**config.mk**
```make
export PLATFORM = sky130hd
export DESIGN_NAME = pulse_sequencer_flat
export DESIGN_NICKNAME = d
export VERILOG_FILES = /design/src/rtl/pulse_sequencer_pkg.sv /design/src/rtl/pulse_sequencer_if.sv /design/src/rtl/pulse_sequencer_seq_down_counter.sv /design/src/rtl/pulse_sequencer.sv /design/src/flat_wrapper.sv
export SDC_FILE = /design/constraint.sdc
export NUM_CORES = 1
export LEC_CHECK = 0
export BUFFER_PORTS_ARGS = -buffer_cell sky130_fd_sc_hd__buf_2
export CAP_MARGIN = 20
export CORE_AREA = 2 2 91 84
export CTS_CLUSTER_DIAMETER = 40
export CTS_CLUSTER_SIZE = 12
export DETAILED_ROUTE_END_ITERATION = 8
export DIE_AREA = 0 0 93 86
export PLACE_DENSITY = 0.65
export SLEW_MARGIN = 20
export SYNTH_ARGS = -nofsm -noshare
export SYNTH_HDL_FRONTEND = slang
export SYNTH_SLANG_ARGS = --single-unit
export TNS_END_PERCENT = 30
```
**constraint.sdc**
```tcl
create_clock -name clk -period 2.6 [get_ports clk]
set_input_delay 0 -clock clk [delete_from_list [all_inputs] [get_ports clk]]
set_output_delay 0 -clock clk [all_outputs]
set_load 0.05 [all_outputs]
```
**src/rtl/pulse_sequencer_pkg.sv**
```systemverilog
// Shared types and helpers for the pulse sequencer.
// Optional looping mode is enabled by defining PULSE_SEQ_LOOP_EN.
package pulse_seq_pkg;

  localparam int unsigned PSEQ_CNT_W = 8;
  localparam int unsigned PSEQ_REP_W = 4;

  typedef enum logic [2:0] {
    S_IDLE  = 3'd0,
    S_DELAY = 3'd1,
    S_HIGH  = 3'd2,
    S_LOW   = 3'd3,
    S_DONE  = 3'd4
  } seq_state_e;

  function automatic int unsigned max1(input int unsigned x);
    return (x == 0) ? 1 : x;
  endfunction

endpackage

```
**src/rtl/pulse_sequencer_if.sv**
```systemverilog
// Host-side bundle of the pulse sequencer: request, config and status.
// The loop input exists only when PULSE_SEQ_LOOP_EN is defined.
interface pulse_sequencer_if
  import pulse_seq_pkg::*;
#(
  parameter int unsigned CNT_W = PSEQ_CNT_W,
  parameter int unsigned REP_W = PSEQ_REP_W
) ();

  logic             start;
  logic             abort;
  logic [CNT_W-1:0] delay_cyc;
  logic [CNT_W-1:0] high_cyc;
  logic [CNT_W-1:0] low_cyc;
  logic [REP_W-1:0] repeat_n;
`ifdef PULSE_SEQ_LOOP_EN
  logic             loop;
`endif
  logic             a;
  logic             busy;
  logic             done;
  logic [REP_W-1:0] pulse_cnt;

  modport master (
    output start, abort, delay_cyc, high_cyc, low_cyc, repeat_n,
`ifdef PULSE_SEQ_LOOP_EN
    output loop,
`endif
    input  a, busy, done, pulse_cnt
  );

  modport slave (
    input  start, abort, delay_cyc, high_cyc, low_cyc, repeat_n,
`ifdef PULSE_SEQ_LOOP_EN
    input  loop,
`endif
    output a, busy, done, pulse_cnt
  );

endinterface

```
**src/rtl/pulse_sequencer_seq_down_counter.sv**
```systemverilog
// Loadable saturating down-counter used as the phase timer.
module seq_down_counter #(
  parameter int unsigned W = 8
) (
  input  logic         clk,
  input  logic         rst_n,
  input  logic         load_i,
  input  logic [W-1:0] load_val_i,
  input  logic         en_i,
  output logic         zero_o
);

  logic [W-1:0] cnt_q, cnt_d;

  always_comb begin
    cnt_d = cnt_q;
    if (load_i) begin
      cnt_d = load_val_i;
    end else if (en_i && (cnt_q != '0)) begin
      cnt_d = cnt_q - W'(1);
    end
  end

  always_ff @(posedge clk or negedge rst_n) begin
    if (!rst_n) begin
      cnt_q <= '0;
    end else begin
      cnt_q <= cnt_d;
    end
  end

  assign zero_o = (cnt_q == '0);

endmodule

```
**src/rtl/pulse_sequencer.sv**
```systemverilog
// Programmable pulse-train generator driving dut.a, with busy/done status.
// Define PULSE_SEQ_LOOP_EN to add the loop input for endless repetition.
module pulse_sequencer
  import pulse_seq_pkg::*;
#(
  parameter int unsigned CNT_W = PSEQ_CNT_W,
  parameter int unsigned REP_W = PSEQ_REP_W
) (
  input  logic              clk,
  input  logic              reset,
  pulse_sequencer_if.slave  seq_if
);

  seq_state_e       state_q, state_d;
  logic [CNT_W-1:0] delay_q, delay_d;
  logic [CNT_W-1:0] high_q, high_d;
  logic [CNT_W-1:0] low_q, low_d;
  logic [REP_W-1:0] rep_q, rep_d;
  logic [REP_W-1:0] pcnt_q, pcnt_d;
  logic             a_q, a_d;
  logic             busy_q, busy_d;
  logic             done_q, done_d;
  logic             wrap_q, wrap_d;
  logic             go_delay;

  logic             tmr_load;
  logic [CNT_W-1:0] tmr_val;
  logic             tmr_zero;

  // Phase timer holds (length - 1); zero-length phases are stretched to one cycle.
  function automatic logic [CNT_W-1:0] phase_load(input logic [CNT_W-1:0] x);
    return CNT_W'(max1(32'(x)) - 1);
  endfunction

  seq_down_counter #(.W(CNT_W)) u_timer (
    .clk        (clk),
    .rst_n      (reset),
    .load_i     (tmr_load),
    .load_val_i (tmr_val),
    .en_i       (state_q != S_IDLE),
    .zero_o     (tmr_zero)
  );

  always_comb begin
    go_delay = 1'b0;
`ifdef PULSE_SEQ_LOOP_EN
    go_delay = wrap_q && (delay_q != '0);
`endif
  end

  always_comb begin
    state_d  = state_q;
    delay_d  = delay_q;
    high_d   = high_q;
    low_d    = low_q;
    rep_d    = rep_q;
    pcnt_d   = pcnt_q;
    wrap_d   = wrap_q;
    tmr_load = 1'b0;
    tmr_val  = '0;
    if ((state_q != S_IDLE) && seq_if.abort) begin
      state_d = S_IDLE;
      wrap_d  = 1'b0;
    end else begin
      case (state_q)
        S_IDLE: begin
          if (seq_if.start && !seq_if.abort) begin
            delay_d = seq_if.delay_cyc;
            high_d  = seq_if.high_cyc;
            low_d   = seq_if.low_cyc;
            rep_d   = seq_if.repeat_n;
            pcnt_d  = '0;
            wrap_d  = 1'b0;
            if (seq_if.repeat_n == '0) begin
              state_d = S_DONE;
            end else if (seq_if.delay_cyc != '0) begin
              state_d  = S_DELAY;
              tmr_load = 1'b1;
              tmr_val  = seq_if.delay_cyc - CNT_W'(1);
            end else begin
              state_d  = S_HIGH;
              tmr_load = 1'b1;
              tmr_val  = phase_load(seq_if.high_cyc);
              pcnt_d   = REP_W'(1);
            end
          end
        end
        S_DELAY: begin
          if (tmr_zero) begin
            state_d  = S_HIGH;
            tmr_load = 1'b1;
            tmr_val  = phase_load(high_q);
            pcnt_d   = pcnt_q + REP_W'(1);
          end
        end
        S_HIGH: begin
          if (tmr_zero) begin
            if (pcnt_q < rep_q) begin
              state_d  = S_LOW;
              tmr_load = 1'b1;
              tmr_val  = phase_load(low_q);
            end else begin
              state_d = S_DONE;
`ifdef PULSE_SEQ_LOOP_EN
              if (seq_if.loop) begin
                state_d  = S_LOW;
                tmr_load = 1'b1;
                tmr_val  = phase_load(low_q);
                pcnt_d   = '0;
                wrap_d   = 1'b1;
              end
`endif
            end
          end
        end
        S_LOW: begin
          if (tmr_zero) begin
            wrap_d   = 1'b0;
            tmr_load = 1'b1;
            if (go_delay) begin
              state_d = S_DELAY;
              tmr_val = delay_q - CNT_W'(1);
            end else begin
              state_d = S_HIGH;
              tmr_val = phase_load(high_q);
              pcnt_d  = pcnt_q + REP_W'(1);
            end
          end
        end
        S_DONE:  state_d = S_IDLE;
        default: state_d = S_IDLE;
      endcase
    end
  end

  // Outputs are decoded from the next state so they appear registered with it.
  always_comb begin
    a_d    = (state_d == S_HIGH);
    busy_d = (state_d != S_IDLE);
    done_d = (state_d == S_DONE);
  end

  always_ff @(posedge clk or negedge reset) begin
    if (!reset) begin
      state_q <= S_IDLE;
      delay_q <= '0;
      high_q  <= '0;
      low_q   <= '0;
      rep_q   <= '0;
      pcnt_q  <= '0;
      wrap_q  <= 1'b0;
      a_q     <= 1'b0;
      busy_q  <= 1'b0;
      done_q  <= 1'b0;
    end else begin
      state_q <= state_d;
      delay_q <= delay_d;
      high_q  <= high_d;
      low_q   <= low_d;
      rep_q   <= rep_d;
      pcnt_q  <= pcnt_d;
      wrap_q  <= wrap_d;
      a_q     <= a_d;
      busy_q  <= busy_d;
      done_q  <= done_d;
    end
  end

  assign seq_if.a         = a_q;
  assign seq_if.busy      = busy_q;
  assign seq_if.done      = done_q;
  assign seq_if.pulse_cnt = pcnt_q;

endmodule

```
**src/flat_wrapper.sv**
```systemverilog
// flat-port wrapper written by rule: the top's interface ports become plain ports
module pulse_sequencer_flat import pulse_seq_pkg::*;
#(
  parameter int unsigned CNT_W = PSEQ_CNT_W,
  parameter int unsigned REP_W = PSEQ_REP_W
)
  (clk, reset, seq_if_start, seq_if_abort, seq_if_delay_cyc, seq_if_high_cyc, seq_if_low_cyc, seq_if_repeat_n, seq_if_a, seq_if_busy, seq_if_done, seq_if_pulse_cnt);
  pulse_sequencer_if #(.CNT_W(CNT_W), .REP_W(REP_W)) seq_if_i ();
  input  logic clk;
  input  logic reset;
  input wire logic [$bits(seq_if_i.start)-1:0] seq_if_start;
  input wire logic [$bits(seq_if_i.abort)-1:0] seq_if_abort;
  input wire logic [$bits(seq_if_i.delay_cyc)-1:0] seq_if_delay_cyc;
  input wire logic [$bits(seq_if_i.high_cyc)-1:0] seq_if_high_cyc;
  input wire logic [$bits(seq_if_i.low_cyc)-1:0] seq_if_low_cyc;
  input wire logic [$bits(seq_if_i.repeat_n)-1:0] seq_if_repeat_n;
  output wire logic [$bits(seq_if_i.a)-1:0] seq_if_a;
  output wire logic [$bits(seq_if_i.busy)-1:0] seq_if_busy;
  output wire logic [$bits(seq_if_i.done)-1:0] seq_if_done;
  output wire logic [$bits(seq_if_i.pulse_cnt)-1:0] seq_if_pulse_cnt;
  assign seq_if_i.start = seq_if_start;
  assign seq_if_i.abort = seq_if_abort;
  assign seq_if_i.delay_cyc = seq_if_delay_cyc;
  assign seq_if_i.high_cyc = seq_if_high_cyc;
  assign seq_if_i.low_cyc = seq_if_low_cyc;
  assign seq_if_i.repeat_n = seq_if_repeat_n;
  assign seq_if_a = seq_if_i.a;
  assign seq_if_busy = seq_if_i.busy;
  assign seq_if_done = seq_if_i.done;
  assign seq_if_pulse_cnt = seq_if_i.pulse_cnt;
  pulse_sequencer #(.CNT_W(CNT_W), .REP_W(REP_W)) u_core (.clk(clk), .reset(reset), .seq_if(seq_if_i));
endmodule
```
Word-level counts from Yosys, hierarchy flattened
Cells that the tools add are included.
{"block": "totals", "ff_bits": 38, "inputBits": 32, "output_inout_bits": 7, "elab_cells": 76}
{"block": "classes", "n_addsub": 6, "n_lt_le_gt_ge": 1, "eq_ne": 7, "n_mux": 33, "n_bitwise": 1, "n_reduce_logical": 19}
{"cell": "$mux 8", "n": 12}
{"cell": "$sub 8x1->8 const B", "n": 5}
{"cell": "$logic_not 8->1", "n": 4}
{"cell": "$pmux 8 s3", "n": 1}
{"cell": "$mux 3", "n": 6}
{"cell": "$reduce_bool 8->1", "n": 2}
{"cell": "$mux 4", "n": 3}
{"cell": "$eq 3x2->1 const B", "n": 3}
{"cell": "$pmux 3 s3", "n": 1}
{"cell": "$pmux 4 s2", "n": 1}
{"cell": "$mux 1", "n": 7}
{"cell": "$reduce_bool 3->1", "n": 2}
{"cell": "$add 4x1->4 const B", "n": 1}
{"cell": "$logic_not 4->1", "n": 1}
{"cell": "$lt 4x4->1", "n": 1}
{"cell": "$ne 2x1->1 const B", "n": 2}
{"cell": "$reduce_and 4->1", "n": 1}
{"cell": "$reduce_bool 2->1", "n": 2}
{"cell": "$eq 3x1->1 const B", "n": 1}
{"cell": "$eq 3x3->1 const B", "n": 1}
{"cell": "$logic_and 1x1->1", "n": 3}
{"cell": "$logic_not 3->1", "n": 1}
{"cell": "$pmux 1 s3", "n": 1}
{"cell": "$reduce_and 3->1", "n": 1}
{"cell": "4 further kinds", "n": 4}

Longest topological paths before layout
{"block": "depth", "word_depth": 9, "depth_mapped": 10, "mapped_depth_nobuf": 9}

Cells and area by module
A second synthesis with hierarchy kept.
{"block": "hier_totals", "cells_unflattened": 329, "hier_area_um2": 2680.1}
{"mod": "pulse_sequencer", "instances": 1, "cells_per_inst": 264, "area_each_um2": 2108.3, "seq_area_each_um2": 750.7}
{"mod": "seq_down_counter", "instances": 1, "cells_per_inst": 65, "area_each_um2": 571.8, "seq_area_each_um2": 200.2}

Worst setup path before layout
No wires, ideal clock.
{"block": "synth_timing", "kind": "reg-to-reg", "from": "register u_core.pcnt_q[1] (netlist: u_core.seq_if.pulse_cnt[1])", "to": "register u_core.u_timer.cnt_q[1]", "setup_time_ns": 0.125, "t_arrival_ns": 2.208, "required_ns": 2.475, "slack_ns": 0.266, "path_stages_with_launch": 7, "path_buffers": 1, "period_less_slack_ns": 2.334, "path_cell_list": "dfrtp_1 > ha_1 > a2111o_1 > a21o_1 > a21o_1 > buf_6 > mux2_4"}
{"block": "synth_between", "elab_chain_cells": 6, "word_cells_on_any_way": 11, "classes_between": "order compare: 1; mux: 9; reduce/logical: 1"}
{"item": "start, declared", "line": "pulse_sequencer.sv:19", "source": "logic [REP_W-1:0] pcnt_q, pcnt_d;"}
{"item": "start signal, assigned", "line": "pulse_sequencer.sv:161", "source": "pcnt_q <= pcnt_d;"}
{"item": "$lt 4x4->1 (*)", "line": "pulse_sequencer.sv:98", "source": "if (pcnt_q < rep_q) begin"}
{"item": "$mux 8 / $mux 1 (equally long branches)", "line": "pulse_sequencer.sv:98"}
{"item": "$mux 8 / $mux 1 (equally long branches)", "line": "pulse_sequencer.sv:97", "source": "if (tmr_zero) begin"}
{"item": "$pmux 8 s3 / $pmux 1 s3 (equally long branches)", "line": "pulse_sequencer.sv:65", "source": "case (state_q)"}
{"item": "$mux 8 / $mux 1 (equally long branches)", "line": "pulse_sequencer.sv:61", "source": "if ((state_q != S_IDLE) && seq_if.abort) begin"}
{"item": "$mux 8 / $reduce_bool 2->1 (equally long branches)"}
{"item": "end signal, assigned", "line": "pulse_sequencer_seq_down_counter.sv:28", "source": "cnt_q <= cnt_d;"}
{"item": "end, declared", "line": "pulse_sequencer_seq_down_counter.sv:13", "source": "logic [W-1:0] cnt_q, cnt_d;"}
Every way passes the cells marked *; elsewhere a longest branch is shown, timed or not.
A chain may end at the register's enable or synchronous reset.

Worst setup path after layout
{"block": "layout_timing", "from": "register u_core.u_timer.cnt_q[0]", "to": "register u_core.u_timer.cnt_q[6]"}
{"block": "layout_between", "elab_chain_cells": 5, "word_cells_on_any_way": 15, "classes_between": "add/sub: 1; mux: 10; reduce/logical: 4"}
{"item": "parallel branches: the longest is 5 deep, another holds $sub 8x1->8"}
Several ways; the timed one is not identified. The select of a mux whose other input is x is not followed.

==> impl_metrics.csv <==
group,metric,value,unit
synth,syn_nets,310,
setup_path,cp-end-kind,"flop",
synth,syn_area_per_cell,9.50,sq um
run,drv_cap,0,
clocking,clockBufferDepth,2,
setup_path,path_class,"flop to flop",
timing,rsz0062_at_grt,"no",
final_layout,n_antenna_cell,0,
detailed_routing,route.detailed.drc,0,
timing,period_share,97.0,%
setup_path,critPathTopFamily,"simple AND/OR/NAND/NOR gates",
placement,io_buffers,38,
final_layout,area_delta_synth_final,22.9,%
synth,synth_edf_count,0,
clocking,cts-root-buf,"clkbuf_8",
timing,setup_violations,0,
power_and_ir_drop,max-vdd-ir-drop,0.527,mV
min_path,hold_path_class,"input pin to flop",
timing,maxSlewHeadroom,44.0,%
timing,maxSlewViolCount,0,
detailed_routing,drt_wl_total,6.32,mm
synth,ys_seq_area_share,37.1,%
global_routing,grt_pass1_vias,2166,
floorplanning,coreArea,6970,sq um
detailed_routing,first_pass_iters,5,
synth,synth.most_common_cell,"dfrtp_1",
global_routing,grt_start_max_net_pins,39,
placement,gp_congestion,0.889,
timing,worst_pin_slew,0.840,ns
clocking,h-tree-depth,2,
synth,synth_common_cells,"38 x dfrtp_1, 21 x nor2_1, 20 x o21ai_0",
setup_path,crit_path_top_delay_cell,"a2111oi_0",
synth,syn_inst,270,
clocking,postCtsSetupBuffers,0,
global_routing,grt_pass1_wl,10.7,mm
power_and_ir_drop,power_density,943,nW/um^2
power_and_ir_drop,power.leakage,1.34,nW
synth,synth_flop_cell,"dfrtp_1",
synth,ys_ff_latch,38,
final_layout,fillerInstances,694,
global_routing,antenna_found_initial,0,
floorplanning,start_util,36.8,%
placement,dp_hpwl,4.75,mm
synth,synth_cell_type_count,58,
setup_path,cp_data_required_time,2.74,ns
timing,finClkSkew,0.00749,ns
final_layout,final_layout_size_suffix_gt1_share,25.8,%
clocking,clk_pin_slew_worst_paths,0.08,ns
detailed_routing,ant_nets,0,
floorplanning,dieHeight,86,um
synth,synthTopCellsByArea,"dfrtp_1 37%, mux2_2 7.0%, ha_1 3.9%, o21ai_0 3.9%, nor2_1 3.1%",
timing,holdWs,0.0127,ns
setup_path,critPathBufInv,1,
synth,synth_area_leader_cell,"dfrtp_1",
global_routing,grt_use_total,17.0,%
clocking,cts_tree,"yes",
synth,synthArstFlopShare,100,%
floorplanning,io-pin-count,39,
synth,synth.cell_area,2560,sq um
synth,yosysWarnings,0,
clocking,cts_made_buffers,5,
detailed_routing,drt_iter0_drc,115,
floorplanning,die_area,8000,sq um
final_layout,layout.nets,368,
setup_path,start_kind,"flop",
detailed_routing,wl_per_cell,15.0,um
synth,yosysTopAreaCellShare,37.1,%
detailed_routing,vias,2300,
setup_path,max_stage_delay,0.58,ns
global_routing,gr-total-overflow,0,
setup_path,crit_arrival,2.67,ns
timing,finalHoldViolCount,0,
setup_path,cp_cell_sequence,"inv_1 -> ha_1 -> or3b_2 -> nor3_4 -> nor2_2 -> a2111oi_0 -> a22oi_1",
floorplanning,std_cell_rows,29,
detailed_routing,viasPerCell,5.45,
clocking,clock_latency,0.29,ns
timing,period_needed,2.52,ns
clocking,cts.sink_count,38,
setup_path,cp_max_fo,6,
timing,fmax,0.397,GHz
floorplanning,fp.dieW,93,um
timing,setup_tns,0,ns
final_layout,fin_util,45.2,%
outcome,status,"completed",
## where the power goes
group | internal (mW) | switching [mW] | total (mW)
sequential | 0.853 | 0.287 | 1.14
combinational | 0.589 | 0.744 | 1.33
clock | 0.283 | 0.217 | 0.499
## sequential cells by signal (all words and copies together), names as in the netlist
name	count
u_core.high_q	8
u_core.low_q	8
u_core.rep_q	4
u_core.seq_if.a	1
u_core.seq_if.busy	1
u_core.seq_if.done	1
u_core.seq_if.pulse_cnt	4
u_core.state_q	3
u_core.u_timer.cnt_q	8
## layer usage
layer,wire length [um],up-vias,global-route usage [%]
met5,0,-,0
met2,2930,66,26.2
met1,3000,1084,24.6
met4,75,0,4.68
li1,-,1141,-
met3,309,9,2.81
## cell families (layout without fill, tap and decap cells)
family / after synthesis / after routing / synth area share (%)
and+or+nand+nor: 94 / 94 / 21.6
AOI/OAI and AO/OA: 79 / 79 / 21.2
DFF: 38 / 38 / 37.1
muxes: 19 / 19 / 8.39
buffers and inverters: 18 / 77 / 3.07
xor gates and xnor gates: 14 / 14 / 4.78
adders and majority gates: 8 / 8 / 3.90
## worst paths after layout
| path | from | end | slack, ns | cells past startpoint |
|---|---|---|---|---|
| min in group asynchronous | reset | u_core.seq_if.pulse_cnt[3] | 0.34 | 2 |
| max in group asynchronous | reset | u_core.high_q[6] | 1.73 | 2 |
| setup / recovery | u_core.u_timer.cnt_q[0] | u_core.u_timer.cnt_q[6] | 0.08 | 7 |
| hold / removal | seq_if_high_cyc[7] | u_core.high_q[7] | 0.01 | 2 |
| hold reg to reg | u_core.rep_q[0] | u_core.rep_q[0] | 0.53 | 1 |
| setup reg to reg | u_core.u_timer.cnt_q[0] | u_core.u_timer.cnt_q[6] | 0.08 | 7 |
## layout by cell type, fill, tap and decap left out, drive strengths merged, types with 3 or more instances in the layout
cell,n
xor2,9
nand3,5
nor3b,3
clkbuf,5
ha,8
nor3,11
nor4,5
or3,9
nand2b,7
dfrtp,38
a31oi,7
nor2,22
inv,10
a22oi,5
a2111oi,3
nand2,12
or4,4
a221oi,5
dlygate4sd3,14
xnor2,5
mux2,17
a21o,4
buf,45
nor2b,3
o21ai,20
a21oi,15
## timing repair
item / in CTS / in global routing
endpoints found under the hold margin: 51 / 0
setup endpoints to repair: 0 / 1
resized for setup: 0 / 1
hold buffers: 14 / 0
## through the flow
step	total power [mW]	area (sq um)	worst slack [ns]	cells
final	2.97	3150	0.0785	422
after global routing	3.23	3150	0.000607	422
after CTS	2.98	3150	0.0760	422
after detailed placement	2.45	2900	0.108	400
after global placement	2.42	2900	0.116	400
after floorplan	2.09	2560	0.266	270
## final cells by class
type                       count  area, sq um  share of cell area [%]
clock buffer                   5         68.8                    2.18
clock inverter                 3         40.0                    1.27
inverter                      10         37.5                    1.19
multi-input combinational    214         1540                    48.9
sequential                    38          951                    30.2
tap                           93          116                    3.69
timing repair buffer          59          395                    12.5
## worst register-to-register path: stages, from the launching register on
cell and delay, ns:
dfrtp_1 0.41, inv_1 0.07, ha_1 0.23, or3b_2 0.52
nor3_4 0.28, nor2_2 0.10, a2111oi_0 0.58, a22oi_1 0.18
(Power assumes the default switching activity.)
